## src/rtl/btn_pkg.sv

```systemverilog
// ---------------------------------------------------------------------------
// btn_pkg
// Shared definitions for the synthetic bouncy-button generator:
//   - FSM state encoding
//   - 16-bit Galois LFSR feedback mask (x^16+x^14+x^13+x^11+1) and default seed
//   - helpers for advancing the LFSR and sanitising the seed
// ---------------------------------------------------------------------------
`timescale 1ns/1ps
package btn_pkg;

  typedef enum logic [1:0] {
    ST_IDLE         = 2'd0,
    ST_PRESS_BOUNCE = 2'd1,
    ST_HOLD         = 2'd2,
    ST_REL_BOUNCE   = 2'd3
  } btn_state_e;

  localparam logic [15:0] LFSR_POLY         = 16'hB400;
  localparam logic [15:0] LFSR_SEED_DEFAULT = 16'hACE1;

  // One right-shifting Galois step: when the bit shifted out is 1 the
  // feedback mask is folded into the shifted value.
  function automatic logic [15:0] lfsr_step(input logic [15:0] s);
    logic [15:0] r;
    r = {1'b0, s[15:1]};
    if (s[0]) begin
      r = r ^ LFSR_POLY;
    end else begin
      r = r;
    end
    return r;
  endfunction

  // An all-zero LFSR would lock up, so a zero seed becomes 1.
  function automatic logic [15:0] seed_fix(input logic [15:0] s);
    logic [15:0] r;
    if (s == 16'h0000) begin
      r = 16'h0001;
    end else begin
      r = s;
    end
    return r;
  endfunction

endpackage

```

## src/rtl/tick_gen.sv

```systemverilog
// ---------------------------------------------------------------------------
// tick_gen
// Produces a registered one-cycle strobe every CLK_DIV clock cycles. The
// internal counter runs 0..CLK_DIV-1 and the strobe is high in the cycle
// the counter holds CLK_DIV-1, so after a clear the first strobe is consumed
// exactly CLK_DIV edges later.
// Ports:
//   clk     in  system clock
//   reset   in  async active-low reset
//   i_clr   in  synchronous restart of the count at 0
//   o_tick  out one-cycle tick strobe (registered)
// ---------------------------------------------------------------------------
`timescale 1ns/1ps
module tick_gen #(
  parameter int unsigned CLK_DIV = 100_000
) (
  input  logic clk,
  input  logic reset,
  input  logic i_clr,
  output logic o_tick
);

  localparam int unsigned CW = (CLK_DIV > 1) ? $clog2(CLK_DIV) : 1;
  localparam logic [CW-1:0] CNT_LAST = CW'(CLK_DIV - 1);
  localparam logic [CW-1:0] CNT_PRE  = CW'(CLK_DIV - 2);

  logic [CW-1:0] cnt_q, cnt_d;
  logic          tick_q, tick_d;

  // Next-state: wrap or clear the counter, pre-decode the strobe one cycle early.
  always_comb begin
    cnt_d  = cnt_q;
    tick_d = 1'b0;
    if (i_clr) begin
      cnt_d  = '0;
      tick_d = 1'b0;
    end else if (cnt_q == CNT_LAST) begin
      cnt_d  = '0;
      tick_d = 1'b0;
    end else begin
      cnt_d  = cnt_q + {{(CW-1){1'b0}}, 1'b1};
      tick_d = (cnt_q == CNT_PRE);
    end
  end

  // Counter and strobe registers.
  always_ff @(posedge clk or negedge reset) begin
    if (!reset) begin
      cnt_q  <= '0;
      tick_q <= 1'b0;
    end else begin
      cnt_q  <= cnt_d;
      tick_q <= tick_d;
    end
  end

  assign o_tick = tick_q;

endmodule

```

## src/rtl/btn_bounce_gen.sv

```systemverilog
// ---------------------------------------------------------------------------
// btn_bounce_gen
// Generates one synthetic press/release event of a mechanical button with
// pseudo-random contact bounce on both edges, for exercising debouncers.
// Event shape (in ticks): BOUNCE_TICKS of LFSR noise ending high, H ticks
// stable high, BOUNCE_TICKS of LFSR noise ending low, then o_done.
// Ports:
//   clk           in  system clock
//   reset         in  async active-low reset
//   i_start       in  request one event (accepted only in IDLE)
//   i_hold_ticks  in  stable-high duration in ticks (0 behaves as 1)
//   i_abort       in  force idle, outputs low, no o_done
//   o_btn         out synthetic button level (registered)
//   o_busy        out event in progress (registered)
//   o_done        out one-cycle completion pulse (registered)
// ---------------------------------------------------------------------------
`timescale 1ns/1ps
module btn_bounce_gen
  import btn_pkg::*;
#(
  parameter int unsigned CLK_DIV      = 100_000,
  parameter int unsigned BOUNCE_TICKS = 12,
  parameter logic [15:0] LFSR_SEED    = LFSR_SEED_DEFAULT
) (
  input  logic       clk,
  input  logic       reset,
  input  logic       i_start,
  input  logic [7:0] i_hold_ticks,
  input  logic       i_abort,
  output logic       o_btn,
  output logic       o_busy,
  output logic       o_done
);

  localparam logic [15:0] SEED_EFF = seed_fix(LFSR_SEED);
  localparam logic [7:0]  BNC_LOAD = 8'(BOUNCE_TICKS);

  btn_state_e  state_q, state_d;
  logic [15:0] lfsr_q, lfsr_d;
  logic [7:0]  bnc_q, bnc_d;
  logic [7:0]  hold_lat_q, hold_lat_d;
  logic [7:0]  hold_q, hold_d;
  logic        btn_q, btn_d;
  logic        busy_q, busy_d;
  logic        done_q, done_d;
  logic        tick_s;
  logic        tick_clr_s;

  tick_gen #(
    .CLK_DIV (CLK_DIV)
  ) u_tick_gen (
    .clk    (clk),
    .reset  (reset),
    .i_clr  (tick_clr_s),
    .o_tick (tick_s)
  );

  // FSM next-state, counters, LFSR and output decode.
  always_comb begin
    state_d    = state_q;
    lfsr_d     = lfsr_q;
    bnc_d      = bnc_q;
    hold_lat_d = hold_lat_q;
    hold_d     = hold_q;
    btn_d      = btn_q;
    done_d     = 1'b0;
    tick_clr_s = 1'b0;

    if (i_abort) begin
      // Abort beats everything, including a simultaneous start; LFSR is kept.
      state_d    = ST_IDLE;
      btn_d      = 1'b0;
      bnc_d      = 8'd0;
      hold_d     = 8'd0;
      tick_clr_s = 1'b1;
    end else begin
      case (state_q)
        ST_IDLE: begin
          btn_d = 1'b0;
          if (i_start) begin
            tick_clr_s = 1'b1;
            hold_lat_d = (i_hold_ticks == 8'd0) ? 8'd1 : i_hold_ticks;
            bnc_d      = BNC_LOAD;
            state_d    = ST_PRESS_BOUNCE;
          end else begin
            state_d = ST_IDLE;
          end
        end

        ST_PRESS_BOUNCE: begin
          if (tick_s) begin
            btn_d  = lfsr_q[0];
            lfsr_d = lfsr_step(lfsr_q);
            bnc_d  = bnc_q - 8'd1;
            // Last bounce tick settles the contact closed.
            if (bnc_q == 8'd1) begin
              btn_d   = 1'b1;
              hold_d  = hold_lat_q;
              state_d = ST_HOLD;
            end else begin
              state_d = ST_PRESS_BOUNCE;
            end
          end else begin
            state_d = ST_PRESS_BOUNCE;
          end
        end

        ST_HOLD: begin
          btn_d = 1'b1;
          if (tick_s) begin
            hold_d = hold_q - 8'd1;
            if (hold_q == 8'd1) begin
              bnc_d   = BNC_LOAD;
              state_d = ST_REL_BOUNCE;
            end else begin
              state_d = ST_HOLD;
            end
          end else begin
            state_d = ST_HOLD;
          end
        end

        ST_REL_BOUNCE: begin
          // A zero count here means o_done is being presented this cycle;
          // staying one extra cycle out of IDLE makes a start coincident
          // with o_done get ignored rather than accepted.
          if (bnc_q == 8'd0) begin
            state_d = ST_IDLE;
          end else if (tick_s) begin
            btn_d  = lfsr_q[0];
            lfsr_d = lfsr_step(lfsr_q);
            bnc_d  = bnc_q - 8'd1;
            if (bnc_q == 8'd1) begin
              btn_d  = 1'b0;
              done_d = 1'b1;
            end else begin
              done_d = 1'b0;
            end
          end else begin
            state_d = ST_REL_BOUNCE;
          end
        end

        default: begin
          state_d = ST_IDLE;
          btn_d   = 1'b0;
        end
      endcase
    end

    busy_d = (state_d != ST_IDLE);
  end

  // State, datapath and output registers.
  always_ff @(posedge clk or negedge reset) begin
    if (!reset) begin
      state_q    <= ST_IDLE;
      lfsr_q     <= SEED_EFF;
      bnc_q      <= 8'd0;
      hold_lat_q <= 8'd0;
      hold_q     <= 8'd0;
      btn_q      <= 1'b0;
      busy_q     <= 1'b0;
      done_q     <= 1'b0;
    end else begin
      state_q    <= state_d;
      lfsr_q     <= lfsr_d;
      bnc_q      <= bnc_d;
      hold_lat_q <= hold_lat_d;
      hold_q     <= hold_d;
      btn_q      <= btn_d;
      busy_q     <= busy_d;
      done_q     <= done_d;
    end
  end

  assign o_btn  = btn_q;
  assign o_busy = busy_q;
  assign o_done = done_q;

endmodule

```

## config.mk

```make
export PLATFORM = sky130hd
export DESIGN_NAME = btn_bounce_gen
export DESIGN_NICKNAME = d
export VERILOG_FILES = /design/src/rtl/btn_pkg.sv /design/src/rtl/tick_gen.sv /design/src/rtl/btn_bounce_gen.sv
export SDC_FILE = /design/constraint.sdc
export NUM_CORES = 1
export LEC_CHECK = 0
export ABC_CLOCK_PERIOD_IN_PS = 5500
export CORE_UTILIZATION = 65
export CTS_CLUSTER_DIAMETER = 80
export DETAILED_ROUTE_END_ITERATION = 7
export DONT_BUFFER_PORTS = 1
export GPL_TIMING_DRIVEN = 0
export PLACE_DENSITY = 0.78
export SLEW_MARGIN = 0
export SYNTH_ARGS = -nofsm -noshare
export SYNTH_HDL_FRONTEND = slang
export SYNTH_HIERARCHICAL = 1
export SYNTH_SLANG_ARGS = --single-unit
```

## constraint.sdc

```tcl
create_clock -name clk -period 5.5 [get_ports clk]
set_clock_uncertainty 0.15 [all_clocks]
set_input_delay 1.1 -clock clk [delete_from_list [all_inputs] [get_ports clk]]
set_output_delay 1.1 -clock clk [all_outputs]
set_load 0.05 [all_outputs]
```

==> flow_summary.yaml, run 1 <==
floorplanning:
  die_width_um: 72.86
  ios: 15
  die_h_um: 72.86
  initial_utilization: 0.6818
  dieArea_mm2: 0.005308
  rows: 25
  core_mm2: 0.004786
yosys:
  synth_edf_count: 0
  synth_top_flop_cell: "dfrtp_1"
  synth_top_cell_area_share: 0.4218
  ys_seq_elements: 63
  yosys.area.top_type: "dfrtp_1"
  syn_inst: 312
  synth_area_leaders: "dfrtp_1 42%, mux2_2 7.2%, dfstp_2 6.4%, xnor2_1 4.3%, nor2_1 4.0%"
  synthDistinctLibCells: 59
  ys.warnings.count: 6
  synth_common_cells: "55 x dfrtp_1, 35 x nor2_1, 21 x mux2_2, 18 x inv_1, 16 x xnor2_1"
  syn-num-nets: 330
  ys_seq_area_frac: 0.4862
  ys_async_sr_fraction: 1.000
  synth.most_common_cell: "dfrtp_1"
  synth.cell_area_mm2: 0.003263
  syn_avg_cell_area_um2: 10.46
finish:
  postLayoutCellArea_mm2: 0.003575
  fillCellCount: 350
  antenna_cells: 0
  multi_input_area_mm2: 0.001534
  layout-drive-gt1-share: 0.2012
  syn2layout_area_growth_pct: 9.548
  final_nets: 341
  register_area_mm2: 0.001587
grt:
  antenna_found_initial: 0
  grt_max_degree: 64
  grt_overflow_total: 0
  grt_pass1_vias: 2306
  grt_pass1_wl_mm: 10.59
  grt_usage: 0.2663
power_and_ir_drop:
  p_sw_frac: 0.2256
  sequentialPowerShare: 0.492
  p_int_mw: 0.7887
  power.density_mw_per_mm2: 284.9
  ir_drop_mv: 0.1738
  clkPwrFrac: 0.434
  p_leak_nw: 1.453
  pwr-share-comb: 0.075
  p_sw_mw: 0.2298
detailed_routing:
  viasPerCell: 6.071
  first_pass_iters: 4
  routedWlPerCell_um: 15.56
  wirelength_mm: 6.146
  ant_nets: 0
  drt-initial-drc-count: 225
  dr_total_vias: 2398
  drc: 0
sta:
  setup_viol: 0
  fmax_mhz: 394.9
  relSlewSlack: 0.5097
  hold_viol: 0
  fin_crit_ns: 2.532
  drv_slew: 0
  period_share: 0.4604
  grt_setup_unrepaired: "no"
  fin_tns_setup_ns: 0
  tightest_slew_ns: 0.7288
worst_setup_path:
  cp.required_ns: 5.57
  arrival_ns: 2.60
  max_stage_delay_ns: 0.37
  critPathLaunchType: "input port"
  worst_setup_path_end_kind: "flop"
  worstPathMaxFanout: 9
  slowest_stage: "mux2_2"
  critPathBufInv: 2
  crit_type: "in2reg"
  cpLargestDelayFamily: "buffers and inverters"
  path_cells: "clkbuf_1 -> inv_1 -> nand2_1 -> a2bb2oi_2 -> mux2_2"
clocking:
  htreeDepth: 3
  cts_resized: 0
  cts_num_sinks: 63
  cts_setup_buffers: 0
  clk_latency_ns: 0.34
  clk_path_buf_depth: 2
  cts_buffers: 9
  cts_tree: "built"
  clkTransAtPathRegs_ns: 0.07
  cts-root-buf: "clkbuf_8"
  hold_buffers: 0
worst_hold_path:
  hold_class: "in2async"
run:
  maxCapViolCount: 0
placement:
  placed_cell_area_mm2: 0.003347
  place.gp.congestion: 0.7848
  dp_hpwl_mm: 4.121
  numPortBuffers: 0
run_status:
  outcome: "finished, final reports clean"
==> layer usage <==
metal	vias up	GRT usage	share of wire	wire length [µm]
met3	10	0.06492	0.037	226
met4	0	0.1198	0.019	114
met5	-	0	0	0
li1	1157	-	-	-
met1	1177	0.3449	0.45	2791
met2	54	0.4258	0.49	3013
==> layout make-up <==
type,instances,share of cell area
Clock inverter,2,0.009800
Sequential cell,63,0.4438
Clock buffer,14,0.05390
Tap cell,67,0.02345
Inverter,18,0.01890
Buffer,15,0.02100
Multi-Input combinational cell,216,0.4291
==> power by group through the flow <==
stage | Sequential [mW] | Clock [mW] | Combinational, mW
2_1_floorplan | 0.505 | 0 | 0.0620
3_3_place_gp | 0.509 | 0 | 0.0727
3_5_place_dp | 0.509 | 0 | 0.0748
4_1_cts | 0.501 | 0.449 | 0.0753
5_1_grt | 0.504 | 0.469 | 0.0848
6_report | 0.501 | 0.442 | 0.0760
==> stage by stage <==
step / setup WS [ns] / hold WS [ns] / std cells / total power, mW / utilization
finish: 2.968 / 0.3037 / 395 / 1.018 / 0.7469
global route: 2.935 / 0.2816 / 395 / 1.057 / 0.7469
CTS: 3.010 / 0.2884 / 395 / 1.025 / 0.7469
detailed placement: 2.647 / 0.3417 / 379 / 0.5842 / 0.6993
global placement: 2.673 / 0.3365 / 379 / 0.5817 / 0.6993
floorplan: 2.991 / 0.3167 / 312 / 0.5665 / -
==> final timing paths <==
kind	startpoint	to	slack, ns	cells past startpoint
setup reg to reg	bnc_q[0]$_DFFE_PN0P_	lfsr_q[14]$_DFFE_PN0P_	3.22	6
hold / removal	reset	hold_q[7]$_DFFE_PN0P_	0.30	0
setup / recovery	i_abort	bnc_q[6]$_DFFE_PN0P_	2.97	5
max in group asynchronous	reset	lfsr_q[5]$_DFFE_PN1P_	4.69	0
min in group clk	lfsr_q[4]$_DFFE_PN0P_	lfsr_q[4]$_DFFE_PN0P_	0.36	1
hold reg to reg	lfsr_q[4]$_DFFE_PN0P_	lfsr_q[4]$_DFFE_PN0P_	0.36	1
==> placed cells by master, fill, tap and decap left out, types with 6 or more instances in the layout <==
cell type	Yosys	final
a211oi_1	7	7
a21oi_1	13	13
buf_2	6	6
clkbuf_1	6	6
clkbuf_8	0	14
dfrtp_1	55	55
dfstp_2	8	8
ha_1	6	6
inv_1	18	18
mux2_2	21	21
nand2_1	13	13
nand3_1	10	10
nand4_1	9	9
nor2_1	35	35
nor3_1	11	11
nor4_1	11	11
xnor2_1	16	16
==> logic make-up after synthesis <==
group | after synthesis | share of synthesized area
xor+xnor | 18 | 0.04831
buf+inv | 33 | 0.04371
mux | 23 | 0.07899
compound gates | 54 | 0.1254
flops | 63 | 0.4862
fa+ha+maj | 6 | 0.02301
simple gates | 115 | 0.1944
==> sequential cells by signal (all words and copies together) (netlist names) <==
name               count
hold_lat_q             8
hold_q                 8
o_btn                  1
o_done                 1
state_q                2
bnc_q                  8
u_tick_gen/o_tick      1
lfsr_q                16
o_busy                 1
u_tick_gen/cnt_q      17
(Power assumes the default switching activity.)
==> run 2: changes to the inputs <==
Settings changed: ABC_CLOCK_PERIOD_IN_PS 5500 to 2150, CORE_UTILIZATION 65 to 57, PLACE_DENSITY 0.78 to 0.72.
Clock period 5.5 ns to 2.15 ns, I/O delays scaled along.
==> flow_summary.yaml, run 2 (synthesized netlist as in run 1, its figures left out) <==
grt:
  antenna_found_initial: 0
  grt_pass1_vias: 2332
  grt_usage: 0.2362
  grt_overflow_total: 0
  grt_pass1_wl_mm: 10.97
  grt_max_degree: 64
clocking:
  clk_path_buf_depth: 2
  cts_num_sinks: 63
  htreeDepth: 3
  cts_buffers: 9
  clk_latency_ns: 0.34
  cts-root-buf: "clkbuf_8"
  clkTransAtPathRegs_ns: 0.07
  cts_tree: "built"
detailed_routing:
  dr_total_vias: 2390
  wirelength_mm: 6.275
  first_pass_iters: 4
  top_layer: "met4"
  route.met2.wl_mm: 3.018
  drc: 0
  routedWlPerCell_um: 15.38
  drt-initial-drc-count: 123
  wl_met1_mm: 2.949
  route.met3.wl_um: 202
  ant_nets: 0
  viasPerCell: 5.858
worst_hold_path:
  whs_endpoint: "hold_lat_q[7]$_DFFE_PN0P_"
  min_from: "i_hold_ticks[7]"
  hold_class: "in2reg"
  hold_depth: 1
worst_setup_path:
  critPathBufInv: 3
  critPathLaunchType: "flop"
  rr_worst_depth: 7
  worstSetupStartpoint: "bnc_q[0]$_DFFE_PN0P_"
  max_stage_delay_ns: 0.37
  cp.required_ns: 2.26
  r2r-start: "bnc_q[0]$_DFFE_PN0P_"
  r2r-end: "lfsr_q[15]$_DFFE_PN1P_"
  worst_setup_path_end_kind: "flop"
  crit_type: "reg2reg"
  path_cells: "inv_1 -> ha_2 -> nor3b_4 -> a311oi_2 -> buf_4 -> clkdlybuf4s15_2 -> mux2_2"
  crit_cells: 7
  worstPathMaxFanout: 5
  arrival_ns: 2.19
  r2r_slack_ns: 0.07
  slowest_stage: "dfrtp_1"
  cpLargestDelayFamily: "buffers and inverters"
finish:
  largest-register: "u_tick_gen/cnt_q"
  final_common_cell: "dfrtp_1"
  postLayoutCellArea_mm2: 0.003675
  layout_common_cells: "55 x dfrtp_1, 35 x nor2_1, 21 x mux2_2"
  fin_util: 0.6673
  final_nets: 349
  largestRegisters: "u_tick_gen/cnt_q (17), lfsr_q (16)"
  largest_register_ffs: 17
  layout-drive-gt1-share: 0.2262
  antenna_cells: 0
  syn2layout_area_growth_pct: 12.61
placement:
  pre_cts_ws_ns: -0.1470
  numPortBuffers: 0
  placed_cell_area_mm2: 0.003353
  dp_hpwl_mm: 4.133
  place.gp.congestion: 0.8366
floorplanning:
  rows: 27
  dieArea_mm2: 0.006031
  die_width_um: 77.66
  die_h_um: 77.66
  core_mm2: 0.005507
  initial_utilization: 0.5926
  ios: 15
sta:
  setup_viol: 0
  drv_slew: 0
  period_share: 0.9675
  whs_ns: 0.09289
  hold_viol: 0
  tightest_slew_ns: 0.8550
  fmax_mhz: 480.7
  fin_tns_setup_ns: 0
  layout_setup_ws_ns: 0.06991
  relSlewSlack: 0.4247
  fin_crit_ns: 2.080
power_and_ir_drop:
  p_leak_nw: 1.491
  power.density_mw_per_mm2: 690.6
  ir_drop_mv: 0.4843
run_status:
  outcome: "finished, final reports clean"
run:
  maxCapViolCount: 0
run 2: stage by stage:
stage | power, mW | instances
after floorplan | 1.449 | 312
after global placement | 1.488 | 384
after detailed placement | 1.494 | 384
after CTS | 2.544 | 407
after global routing | 2.651 | 408
final | 2.538 | 408
run 2: power by group:
| group | internal, mW | switching (mW) | total (mW) |
|---|---|---|---|
| clock | 0.562 | 0.452 | 1.01 |
| combinational | 0.109 | 0.133 | 0.242 |
| sequential | 1.24 | 0.0448 | 1.28 |
| total | 1.91 | 0.630 | 2.54 |
run 2: worst max-delay path by stage:
stage                        endpoint  slack [ns]
6_report       lfsr_q[15]$_DFFE_PN1P_        0.07
3_3_place_gp    lfsr_q[9]$_DFFE_PN0P_       -0.09
2_1_floorplan  lfsr_q[14]$_DFFE_PN0P_        0.12
5_1_grt         lfsr_q[5]$_DFFE_PN1P_       -0.02
4_1_cts         lfsr_q[7]$_DFFE_PN1P_       0.003
3_5_place_dp    lfsr_q[9]$_DFFE_PN0P_       -0.15
run 2: cell type report:
class | count | area, µm²
fill | 418 | 1832
buffer | 15 | 77.57
clock inverter | 4 | 45.04
clock buffer | 12 | 145.1
inverter | 18 | 67.56
multi-input combinational | 216 | 1577
tap | 72 | 90.09
timing repair buffer | 8 | 86.33
sequential | 63 | 1587
run 2: layer usage:
metal | vias up | track usage
li1 | 1170 | -
met1 | 1168 | 0.3073
met2 | 43 | 0.3690
met3 | 9 | 0.06118
met4 | 0 | 0.1094
met5 | - | 0
run 2: worst register-to-register path, cell delays in order (launching register included):
cell	delay, ns
dfrtp_1	0.37
inv_1	0.05
ha_2	0.20
nor3b_4	0.17
a311oi_2	0.27
buf_4	0.17
clkdlybuf4s15_2	0.27
mux2_2	0.35
run 2: repair_timing:
action	CTS	global route
pin swaps	0	1
hold buffers	2	0
gates cloned	1	0
buffers inserted	4	1
gates resized for setup	4	5
hold endpoints to repair	63	0
endpoints found under the setup margin	18	24
